File: config.mk
export PLATFORM = sky130hd
export DESIGN_NAME = vector_lsu_dram_if
export DESIGN_NICKNAME = d
export VERILOG_FILES = /design/src/rtl/vector_lsu_dram_if.sv
export SDC_FILE = /design/constraint.sdc
export NUM_CORES = 2
export LEC_CHECK = 0
export ABC_AREA = 1
export CAP_MARGIN = 20
export CORE_MARGIN = 8
export CORE_UTILIZATION = 25
export CTS_CLUSTER_DIAMETER = 200
export DETAILED_ROUTE_END_ITERATION = 12
export PLACE_DENSITY = 0.46
export SLEW_MARGIN = 10
export SYNTH_ARGS = -nofsm -noshare
export SYNTH_HDL_FRONTEND = slang
export SYNTH_SLANG_ARGS = --single-unit
File: constraint.sdc
create_clock -name clk -period 3.2 [get_ports clk]
set_clock_uncertainty 0.05 [all_clocks]
set_input_delay 0.8 -clock clk [delete_from_list [all_inputs] [get_ports clk]]
set_output_delay 0.8 -clock clk [all_outputs]
set_load 0.005 [all_outputs]
File: src/rtl/vector_lsu_dram_if.sv
`default_nettype none
// ============================================================================
//  Module   : vector_lsu_dram_if
//  Purpose  : Vector load/store front-end for the vector data RAM shell.
//             Takes one request at a time, drives the RAM's cs/rw/addr/
//             data_in/write_en, and returns aligned, element-masked or
//             unaligned-merged 128-bit load results to VR writeback.
//  Revision : 1.0  initial release
// ============================================================================
module vector_lsu_dram_if #(
  parameter int TAG_W     = 5,
  parameter bit ZERO_FILL = 1'b1
) (
  input  logic             clk,
  input  logic             rst_b,
  input  logic             req_valid,
  output logic             req_ready,
  input  logic [3:0]       req_op,
  input  logic [31:0]      req_ea,
  input  logic [127:0]     req_data,
  input  logic [TAG_W-1:0] req_tag,
  output logic             resp_valid,
  input  logic             resp_ready,
  output logic [127:0]     resp_data,
  output logic [TAG_W-1:0] resp_tag,
  output logic             resp_err,
  output logic             dram_cs,
  output logic             dram_rw,
  output logic [31:0]      dram_addr,
  output logic [127:0]     dram_wdata,
  output logic [15:0]      dram_wen,
  input  logic [127:0]     dram_rdata
);

  localparam logic [3:0] c_OP_LVX = 4'd0;
  localparam logic [3:0] c_OP_LVU = 4'd8;

  typedef enum logic [2:0] {
    ST_IDLE  = 3'd0,
    ST_ACC   = 3'd1,
    ST_BEAT1 = 3'd2,
    ST_WAIT  = 3'd3,
    ST_RESP  = 3'd4
  } state_t;

  state_t             r_state;
  logic [3:0]         r_op;
  logic [27:0]        r_q;
  logic [3:0]         r_s;
  logic [TAG_W-1:0]   r_tag;
  logic [127:0]       r_beat0;

  logic               w_accept;
  logic               w_req_legal;
  logic               w_req_store;
  logic               w_is_legal;
  logic               w_is_store;
  logic [255:0]       w_cat;
  logic [127:0]       w_lvu;
  logic [127:0]       w_load_result;

  // Element byte set: op[1:0] = 1 byte, 2 halfword, 3 word, 0 whole quadword.
  // Big-endian byte i of the quadword maps to enable bit 15-i.
  function automatic logic [15:0] elem_mask(input logic [1:0] kind, input logic [3:0] s);
    logic [3:0]  keep;
    logic [15:0] m;
    case (kind)
      2'd1:    keep = 4'b1111;
      2'd2:    keep = 4'b1110;
      2'd3:    keep = 4'b1100;
      default: keep = 4'b0000;
    endcase
    m = '0;
    for (int j = 0; j < 16; j++) begin
      m[j] = ((4'(15 - j) ^ s) & keep) == 4'b0000;
    end
    return m;
  endfunction

  // Widen a per-byte enable into a per-bit mask.
  function automatic logic [127:0] expand(input logic [15:0] m);
    logic [127:0] e;
    e = '0;
    for (int j = 0; j < 16; j++) begin
      e[8*j +: 8] = {8{m[j]}};
    end
    return e;
  endfunction

  assign w_accept    = req_valid && req_ready;
  assign w_req_legal = (req_op <= c_OP_LVU);
  assign w_req_store = (req_op[3:2] == 2'b01);
  assign w_is_legal  = (r_op <= c_OP_LVU);
  assign w_is_store  = (r_op[3:2] == 2'b01);
  assign w_cat       = {r_beat0, dram_rdata};

  // Unaligned merge: result byte i is byte (s+i) of the two-beat concatenation
  always_comb begin
    w_lvu = '0;
    for (int i = 0; i < 16; i++) begin
      w_lvu[8*(15-i) +: 8] = w_cat[8*(31 - int'(r_s) - i) +: 8];
    end
  end

  // Select the final load result from the beat arriving in WAIT
  always_comb begin
    w_load_result = dram_rdata;
    if (r_op == c_OP_LVU) begin
      if (r_s != 4'd0) begin
        w_load_result = w_lvu;
      end
    end else if (ZERO_FILL && (r_op != c_OP_LVX)) begin
      w_load_result = dram_rdata & expand(elem_mask(r_op[1:0], r_s));
    end
  end

  // Request FSM with registered RAM-side and response-side outputs
  always_ff @(posedge clk or negedge rst_b) begin
    if (!rst_b) begin
      r_state    <= ST_IDLE;
      r_op       <= '0;
      r_q        <= '0;
      r_s        <= '0;
      r_tag      <= '0;
      r_beat0    <= '0;
      req_ready  <= 1'b0;
      resp_valid <= 1'b0;
      resp_data  <= '0;
      resp_tag   <= '0;
      resp_err   <= 1'b0;
      dram_cs    <= 1'b0;
      dram_rw    <= 1'b0;
      dram_addr  <= '0;
      dram_wdata <= '0;
      dram_wen   <= '0;
    end else begin
      case (r_state)
        ST_IDLE: begin
          req_ready <= 1'b1;
          if (w_accept) begin
            r_op       <= req_op;
            r_q        <= req_ea[31:4];
            r_s        <= req_ea[3:0];
            r_tag      <= req_tag;
            req_ready  <= 1'b0;
            dram_cs    <= w_req_legal;
            dram_rw    <= !w_req_store;
            dram_addr  <= {req_ea[31:4], 4'b0000};
            dram_wdata <= w_req_store ? req_data : '0;
            dram_wen   <= w_req_store ? elem_mask(req_op[1:0], req_ea[3:0]) : '0;
            r_state    <= ST_ACC;
          end
        end
        ST_ACC: begin
          dram_wen   <= '0;
          dram_wdata <= '0;
          if (!w_is_legal) begin
            dram_cs    <= 1'b0;
            resp_valid <= 1'b1;
            resp_err   <= 1'b1;
            resp_tag   <= r_tag;
            resp_data  <= '0;
            r_state    <= ST_RESP;
          end else if (w_is_store) begin
            dram_cs   <= 1'b0;
            req_ready <= 1'b1;
            r_state   <= ST_IDLE;
          end else if ((r_op == c_OP_LVU) && (r_s != 4'd0)) begin
            dram_cs   <= 1'b1;
            dram_rw   <= 1'b1;
            dram_addr <= {r_q + 28'd1, 4'b0000};
            r_state   <= ST_BEAT1;
          end else begin
            dram_cs <= 1'b0;
            r_state <= ST_WAIT;
          end
        end
        ST_BEAT1: begin
          r_beat0 <= dram_rdata;
          dram_cs <= 1'b0;
          r_state <= ST_WAIT;
        end
        ST_WAIT: begin
          resp_valid <= 1'b1;
          resp_err   <= 1'b0;
          resp_tag   <= r_tag;
          resp_data  <= w_load_result;
          r_state    <= ST_RESP;
        end
        ST_RESP: begin
          if (resp_ready) begin
            resp_valid <= 1'b0;
            resp_err   <= 1'b0;
            req_ready  <= 1'b1;
            r_state    <= ST_IDLE;
          end
        end
        default: begin
          r_state <= ST_IDLE;
        end
      endcase
    end
  end

endmodule
`default_nettype wire

==> results.md <==
- Outcome: finished, final reports clean
- Crit-path max FO: 25
- Syn Inst Count: 5727
- Max-cap violation count: 0
- DRT Pass-1 Iters: 7
- Post-synth top area share: 0.339
- RSZ-0062 raised after global routing: false
- Setup TNS: 0 ns
- Routed vias: ~45000
- Warnings, synthesis: 0
- Worst-margin pin slew: roughly 1.0 ns
- Max Freq: 319 MHz
- Largest net degree at the start of global routing: 146
- Initial antenna violation count: 22
- Crit Path Class: reg -> reg
- Tmin final: 3.13 ns
- HP Class: reg -> reg
- Root Buffer: clkbuf_16
- Post-route ant nets: 0
- Post-synthesis sequential area ratio: 0.339
- Avg Cell Area, Syn: slightly above 6 um^2
- Synth area leader: dfrtp_1
- PD cells: 1530 nW/um^2
- Top post-synthesis cells by area: dfrtp_1, nand2_1, nand3_1
- Final hold violation count: 0
- Post-synth EDFFs: 0
- Clk pin slew, worst setup/hold paths: 0.06 ns
- Clk sink count: 482
- Layout area overhead: 35.9%
- Post-CTS Resized: 0
- Tot GR Track Use: 0.332
- Worst-Skew Late Latency: about 0.7 ns
- Final slew viol count: 0
- Startpoint Class: flip-flop
- # setup viols final: 0
- Slew headroom: 0.314
- CTS tree: done
- Placer Congestion: about 1.0
- Ys flop type: dfrtp_1
- # nets final: 6698
- Hold Slack: 0.422 ns
- Total power: 73.9 mW
- Die W: ~390 um
- Asr flop ratio synth: 1.00
- #FFs+latches synth: 482
- Layout cells sized above 1: 0.0818
- Distinct cells, synth: 43
- Peak supply drop: approximately 0.74 mV
- Wire length per cell: 32.0 um
- Crit path capture type: flip-flop
- Total CTS buffers: 70
- Vias per inst: 5.44
- Top Ports: 615
- H-tree levels: 3
- Crit path DAT: 3.67 ns
- DP HPWL: 210000 um
- Synth Cell Area: roughly 36000 um^2
- Starting Density: 0.251
- Detailed Route WL: 267000 um
- First-pass GRT wire length: 361000 um
- Post-route DRC: 0
- Number of global-route vias before repair: 43600
- Core ar.: 141000 um^2
- LEAKAGE: 22.9 nW
- Final worst-path cycle share: 0.979
- Clock buffer depth: 3
- Grt total ovfl: 0
- WP data required: approximately 3.7 ns
- Die Ht: 393 um
- Top cells by count, synth: nand2_1, nand3_1, dfrtp_1
- Starting DRT DRC Count: 5670
- Most frequent cell after synthesis: nand2_1
- Row cnt: 138
- Die footprint: 155000 um^2
- IO Port Bufs: 610
-- power breakdown --
part / switching [mW] / total (mW) / internal, mW
Combinational: 38.0 / 53.9 / 16.0
Sequential: 2.84 / 11.4 / 8.53
Clock: 3.52 / 8.57 / 5.05
-- per-stage QoR --
stage / utilization / setup slack (ns) / instance area (um^2) / std cells
after floorplan: - / 0.442 / 35600 / 5730
after global placement: 0.324 / -0.110 / 45800 / 8196
after detailed placement: 0.324 / -0.108 / 45800 / 8196
after CTS: 0.341 / 0.168 / 48300 / 8321
after global routing: 0.341 / 0.0568 / 48300 / 8321
final: 0.342 / 0.0677 / 48300 / 8329
-- worst paths after layout --
check | startpoint | endpoint | slack (ns) | depth (start not counted)
max | r_s[0]$_DFFE_PN0P_ | resp_data[32]$_DFFE_PN0P_ | 0.07 | 14
min | r_tag[0]$_DFFE_PN0P_ | r_tag[0]$_DFFE_PN0P_ | 0.42 | 2
max reg2reg | r_s[0]$_DFFE_PN0P_ | resp_data[32]$_DFFE_PN0P_ | 0.07 | 14
min reg2reg | r_tag[0]$_DFFE_PN0P_ | r_tag[0]$_DFFE_PN0P_ | 0.42 | 2
max in group asynchronous | rst_b | resp_data[9]$_DFFE_PN0P_ | 1.64 | 4
min in group asynchronous | rst_b | r_beat0[36]$_DFFE_PN0N_ | 0.49 | 2
-- repair_timing --
item,CTS,global route
buffers inserted,0,0
hold endpoints to repair,9,0
hold buffers,1,0
endpoints found under the setup margin,0,0
-- layer usage --
layer	vias up	global-route usage	share of wire
li1	20200	-	-
met1	22000	0.404	0.39
met2	2448	0.509	0.43
met3	595	0.0784	0.087
met4	12	0.247	0.090
met5	-	0	0.00031
-- critical path, cell delays in order, from the launching register on --
cell and delay [ns]:
dfrtp_4 0.54, inv_8 0.18, ha_4 0.28, inv_4 0.25
buf_12 0.27, buf_12 0.17, nand3_1 0.14, nand3_1 0.26
nand3_1 0.11, nand2_1 0.16, nand2_1 0.13, nand2_1 0.19
nand2_1 0.11, nand3_1 0.10, nand2_1 0.05
-- cells in the final DEF, fill, tap and decap left out, types with 21 or more instances in the layout --
cell             netlist  layout
a211oi_1              24      24
o21ai_0              309     309
a31oi_1               53      53
buf_12                 0      70
buf_4                 40     276
o211ai_1              70      70
o21ai_1               55      55
dfrtp_1              482     478
nand2_1             2209    2206
o22ai_1               21      21
inv_1                336     335
clkdlybuf4s50_1        0     609
nand3_1             1442    1442
clkbuf_16              0      71
a21oi_1              110     109
nor2_1               114     113
-- flip-flops by register name (all words and copies together), names as in the netlist, 3 cells and up --
register and flops:
r_op 4, resp_data 128, dram_addr 28, dram_wdata 128, r_s 4, r_tag 5
r_state 3, r_q 28, resp_tag 5, r_beat0 128, dram_wen 16
-- cell type report --
type                    count  area [um^2]
well taps                1890         2360
clock inverters            29          482
repair buffers            957         9590
inverters                 361         1380
clock buffers              95         2020
multi-input cells        4507        20400
flip-flops and latches    482        12100
diodes                      8         20.0
fillers                 15600        93100
-- kinds of logic (layout without fill, tap and decap cells) --
| family | after synthesis | after routing | share of synthesized area |
|---|---|---|---|
| xor+xnor | 9 | 9 | 0.00306 |
| simple gates | 3806 | 3806 | 0.456 |
| mux | 1 | 1 | 0.000317 |
| fa+ha+maj | 18 | 18 | 0.00633 |
| buf+inv | 741 | 1442 | 0.0891 |
| other cells | 1 | 12 | 0.000105 |
| compound gates | 669 | 669 | 0.106 |
| flops | 482 | 482 | 0.339 |
No activity file was read; power rests on OpenSTA's default activity.
